==> src/rtl/pc_sequencer.sv <==
// Program counter plus return-address stack; single-cycle registered update.
// Any fault (HALT, stack over/underflow, PC overrun) latches program_end until reset.
module pc_sequencer #(
  parameter int         PC_W        = 8,
  parameter int         STACK_DEPTH = 8,
  parameter logic [3:0] HALT_OP     = 4'b1111
) (
  input  logic                         clk,
  input  logic                         rst,
  input  logic                         stall,
  input  logic [3:0]                   opcode,
  input  logic                         jump_en,
  input  logic                         branch_en,
  input  logic                         branch_taken,
  input  logic                         call_en,
  input  logic                         ret_en,
  input  logic [PC_W-1:0]              target,
  output logic [PC_W-1:0]              pc,
  output logic                         program_end,
  output logic [$clog2(STACK_DEPTH):0] stack_depth,
  output logic                         stack_overflow,
  output logic                         stack_underflow
);

  localparam int AW = $clog2(STACK_DEPTH);
  localparam int DW = AW + 1;
  localparam logic [DW-1:0]   DEPTH_FULL = DW'(STACK_DEPTH);
  localparam logic [DW-1:0]   DEPTH_ONE  = DW'(1);
  localparam logic [PC_W-1:0] PC_ONE     = PC_W'(1);
  localparam logic [PC_W-1:0] PC_MAX     = {PC_W{1'b1}};

  logic [PC_W-1:0] stack [STACK_DEPTH];

  logic [PC_W-1:0] pc_next;
  logic [DW-1:0]   depth_next;
  logic            end_next;
  logic            ovf_next;
  logic            unf_next;
  logic            push;
  logic [AW-1:0]   top_idx;
  logic [AW-1:0]   push_idx;
  logic [PC_W-1:0] pc_inc;

  // Index wraps naturally; only used when depth guards allow the access.
  assign push_idx = stack_depth[AW-1:0];
  assign top_idx  = stack_depth[AW-1:0] - AW'(1);
  assign pc_inc   = pc + PC_ONE;

  always_comb begin
    pc_next    = pc;
    depth_next = stack_depth;
    end_next   = program_end;
    ovf_next   = stack_overflow;
    unf_next   = stack_underflow;
    push       = 1'b0;
    if (!program_end && !stall) begin
      if (opcode == HALT_OP) begin
        end_next = 1'b1;
      end else if (ret_en) begin
        if (stack_depth == '0) begin
          unf_next = 1'b1;
          end_next = 1'b1;
        end else begin
          pc_next    = stack[top_idx];
          depth_next = stack_depth - DEPTH_ONE;
        end
      end else if (call_en) begin
        if (stack_depth == DEPTH_FULL) begin
          ovf_next = 1'b1;
          end_next = 1'b1;
        end else begin
          push       = 1'b1;
          pc_next    = target;
          depth_next = stack_depth + DEPTH_ONE;
        end
      end else if (jump_en || (branch_en && branch_taken)) begin
        pc_next = target;
      end else if (pc == PC_MAX) begin
        // Running off the end of program memory stops rather than wrapping to 0.
        end_next = 1'b1;
      end else begin
        pc_next = pc_inc;
      end
    end
  end

  always_ff @(posedge clk or posedge rst) begin
    if (rst) begin
      pc              <= '0;
      stack_depth     <= '0;
      program_end     <= 1'b0;
      stack_overflow  <= 1'b0;
      stack_underflow <= 1'b0;
    end else begin
      pc              <= pc_next;
      stack_depth     <= depth_next;
      program_end     <= end_next;
      stack_overflow  <= ovf_next;
      stack_underflow <= unf_next;
    end
  end

  // Stack contents need no reset; depth alone defines validity.
  always_ff @(posedge clk) begin
    if (push) begin
      stack[push_idx] <= pc_inc;
    end
  end

endmodule

==> config.mk <==
export PLATFORM = sky130hd
export DESIGN_NAME = pc_sequencer
export DESIGN_NICKNAME = d
export VERILOG_FILES = /design/src/rtl/pc_sequencer.sv
export SDC_FILE = /design/constraint.sdc
export NUM_CORES = 1
export LEC_CHECK = 0
export ABC_AREA = 1
export CAP_MARGIN = 15
export CORE_UTILIZATION = 52
export DETAILED_ROUTE_END_ITERATION = 10
export PLACE_DENSITY = 0.75
export SYNTH_ARGS = -nofsm -noshare
export SYNTH_HDL_FRONTEND = slang
export SYNTH_SLANG_ARGS = --single-unit
==> constraint.sdc <==
create_clock -name clk -period 2.5 [get_ports clk]
set_input_delay 0.375 -clock clk [delete_from_list [all_inputs] [get_ports clk]]
set_output_delay 0.375 -clock clk [all_outputs]
set_load 0.03 [all_outputs]
==> impl_metrics.tcl <==
set metrics [dict create \
    fin_nets 515 \
    insertion_delay_ns 0.34 \
    chipWidth_um 89.0 \
    place_congestion 0.854 \
    synth_edf_count 64 \
    r2r_start "stack_depth[2]" \
    rsz0062_at_grt "no" \
    synthAdderAreaFrac_pct 1.78 \
    yosys_register_bits 79 \
    via_count 3112 \
    grt_usage_pct 24.4 \
    die_h_um 89.0 \
    htreeDepth 3 \
    final.setup.tns_ns 0 \
    highest_layer "met4" \
    seq_area_frac_synth_pct 58.4 \
    synth-compound-area-share_pct 2.26 \
    postLayoutCellArea_sq_mm 0.00460 \
    rows 31 \
    ys_types 29 \
    powerDensity_mw_per_mm2 913 \
    end_kind "output pin" \
    drive_gt1_share_pct 8.08 \
    placed_area_sq_mm 0.00444 \
    wl_um 8910 \
    ys_warn_count 0 \
    ctsResizeCount 0 \
    worstRegToRegCells 7 \
    area_growth_pct 17.0 \
    cp_max_fo 36 \
    hold_path_class "input port to async pin" \
    finClkSkew_ns 0.00772 \
    ant_nets 0 \
    nFillCells 644 \
    grt_max_degree 37 \
    setup_violations 0 \
    ir_drop_mv 0.511 \
    yosys_most_used_dff "edfxtp_1" \
    start_util_pct 53.9 \
    io_buffers 34 \
    synth_cells 445 \
    drtIter0Drc 283 \
    cts_sinks 79 \
    cap_violations 0 \
    holdBufCountCts 0 \
    syn_avg_cell_area_sq_um 8.84 \
    required_ns 2.12 \
    holdWs_ns 0.391 \
    cp-start-kind "flop" \
    wl_per_cell_um 15.0 \
    async_flop_share_pct 19.0 \
    yosys.area_share.xor_xnor_pct 1.94 \
    p_leak_nw 2.07 \
    drc_errors 0 \
    drt_pass1_iterations 5 \
    synth_mux_area_share_pct 0 \
    grt_pass1_vias 2763 \
    crit_start "stack_depth[0]" \
    cts-root-buf "clkbuf_8" \
    worst_pin_slew_ns 0.608 \
    synth_nets 470 \
    syn_area_sq_mm 0.00393 \
    synth_top_family_by_area "simple AND/OR/NAND/NOR gates" \
    finalHoldViolCount 0 \
    finalCritPeriodShare_pct 88.0 \
    crit_arrival_ns 1.83 \
    num_antenna_cells 0 \
    dp_hpwl_um 6260 \
    cts_made_buffers 9 \
    finalPower_mw 4.20 \
    cts_tree "built" \
    yosys.area_share.simple_pct 26.7 \
    timing.fmax_ghz 0.454 \
    period_minus_slack_ns 2.20 \
    clkTransAtPathRegs_ns 0.08 \
    wl_met2_um 4190 \
    wl_met1_um 4150 \
    cts_buffer_depth 2 \
    slew_headroom_pct 59.4 \
    vias_per_cell 5.24 \
    die-area_sq_mm 0.00791 \
    core_area_sq_mm 0.00729 \
    cts_setup_buffers 0 \
    io_pins 35 \
    critPathKind "flop to output pin" \
    utilization_pct 63.1 \
    outcome "finished, final reports clean" \
    finalMaxSlewViolations 0 \
    grt_overflow 0 \
    met3_length_um 473 \
    antenna_found_initial 0 \
    grt_pass1_wl_um 13800 \
]
cell families (layout without fill, tap and decap cells):
| logic type | Yosys count | count (layout) |
|---|---|---|
| XOR/XNOR | 7 | 7 |
| adder cells (fa/ha/maj) | 5 | 5 |
| buffers and inverters | 88 | 138 |
| AND/OR/NAND/NOR | 250 | 250 |
| flip-flops | 79 | 79 |
| AO/OA/AOI/OAI | 16 | 16 |
report_power, final:
group / total, mW / switching [mW] / internal (mW)
sequential: 1.72 / 0.102 / 1.61
combinational: 1.67 / 1.14 / 0.532
clock: 0.818 / 0.462 / 0.356
total: 4.20 / 1.70 / 2.50
worst max-delay path, stage by stage (launching register included):
cell and delay, ns:
dfrtp_1 0.36, buf_4 0.36, clkdlybuf4s50_1 0.77
path summary, 6_finish.rpt:
kind / slack, ns / endpoint
max: 0.30 / stack_depth[0]
min: 0.39 / pc[7]
max reg2reg: 0.48 / stack[5][4]
min reg2reg: 0.49 / stack_overflow
max in group asynchronous: 1.71 / stack_depth[1]
min in group clk: 0.49 / stack_overflow
layer usage:
layer	vias to the layer above	GRT usage (%)
met4	0	5.92
met5	-	0
met3	10	4.80
met1	1490	34.5
met2	98	39.3
li1	1514	-
layout by cell type (no fill, tap or decap), types with 3 or more instances in the layout:
master           Yosys  layout
nand2_1            159     159
clkbuf_8             0       9
nand4_1              3       3
ha_1                 4       4
nand3_1             63      63
buf_4                2      13
inv_1               68      68
xnor2_1              3       3
edfxtp_1            64      64
a21oi_1              8       8
o21ai_1              5       5
clkdlybuf4s50_1      0      34
dfrtp_1             15      15
nor2_1              19      19
inv_2                6       6
synth_stat cells, types with 2 or more instances:
master    number  area (sq um)
buf_4          2          15.0
ha_1           4          50.1
edfxtp_1      64          1920
nor3_1         2          10.0
nand3_1       63           315
nand2_1      159           597
dfrtp_1       15           375
inv_1         68           255
inv_2          6          22.5
xnor2_1        3          26.3
nor2_1        19          71.3
nand4_1        3          18.8
a21oi_1        8          40.0
buf_2          9          45.0
xor2_1         2          17.5
o21ai_1        5          25.0
stage by stage:
step | setup slack, ns | std cells
finish | 0.299 | 594
global route | 0.231 | 594
CTS | 0.279 | 594
detailed placement | 0.235 | 578
global placement | 0.255 | 578
floorplan | 0.0456 | 445
area by class of cell:
type                    instances  area (sq um)  share of cell area (%)
clock buffers                  10           128                    2.77
clock inverters                 6          36.3                   0.789
inverters                      75           284                    6.17
multi-input cells             278          1290                    28.1
flip-flops and latches         79          2300                    49.9
well taps                      99           124                    2.69
repair buffers                 47           438                    9.52
flip-flops by register name (all words and copies together), names as in the netlist:
name             count
stack               64
pc                   8
stack_depth          4
program_end          1
stack_overflow       1
stack_underflow      1
(Power assumes the default switching activity.)
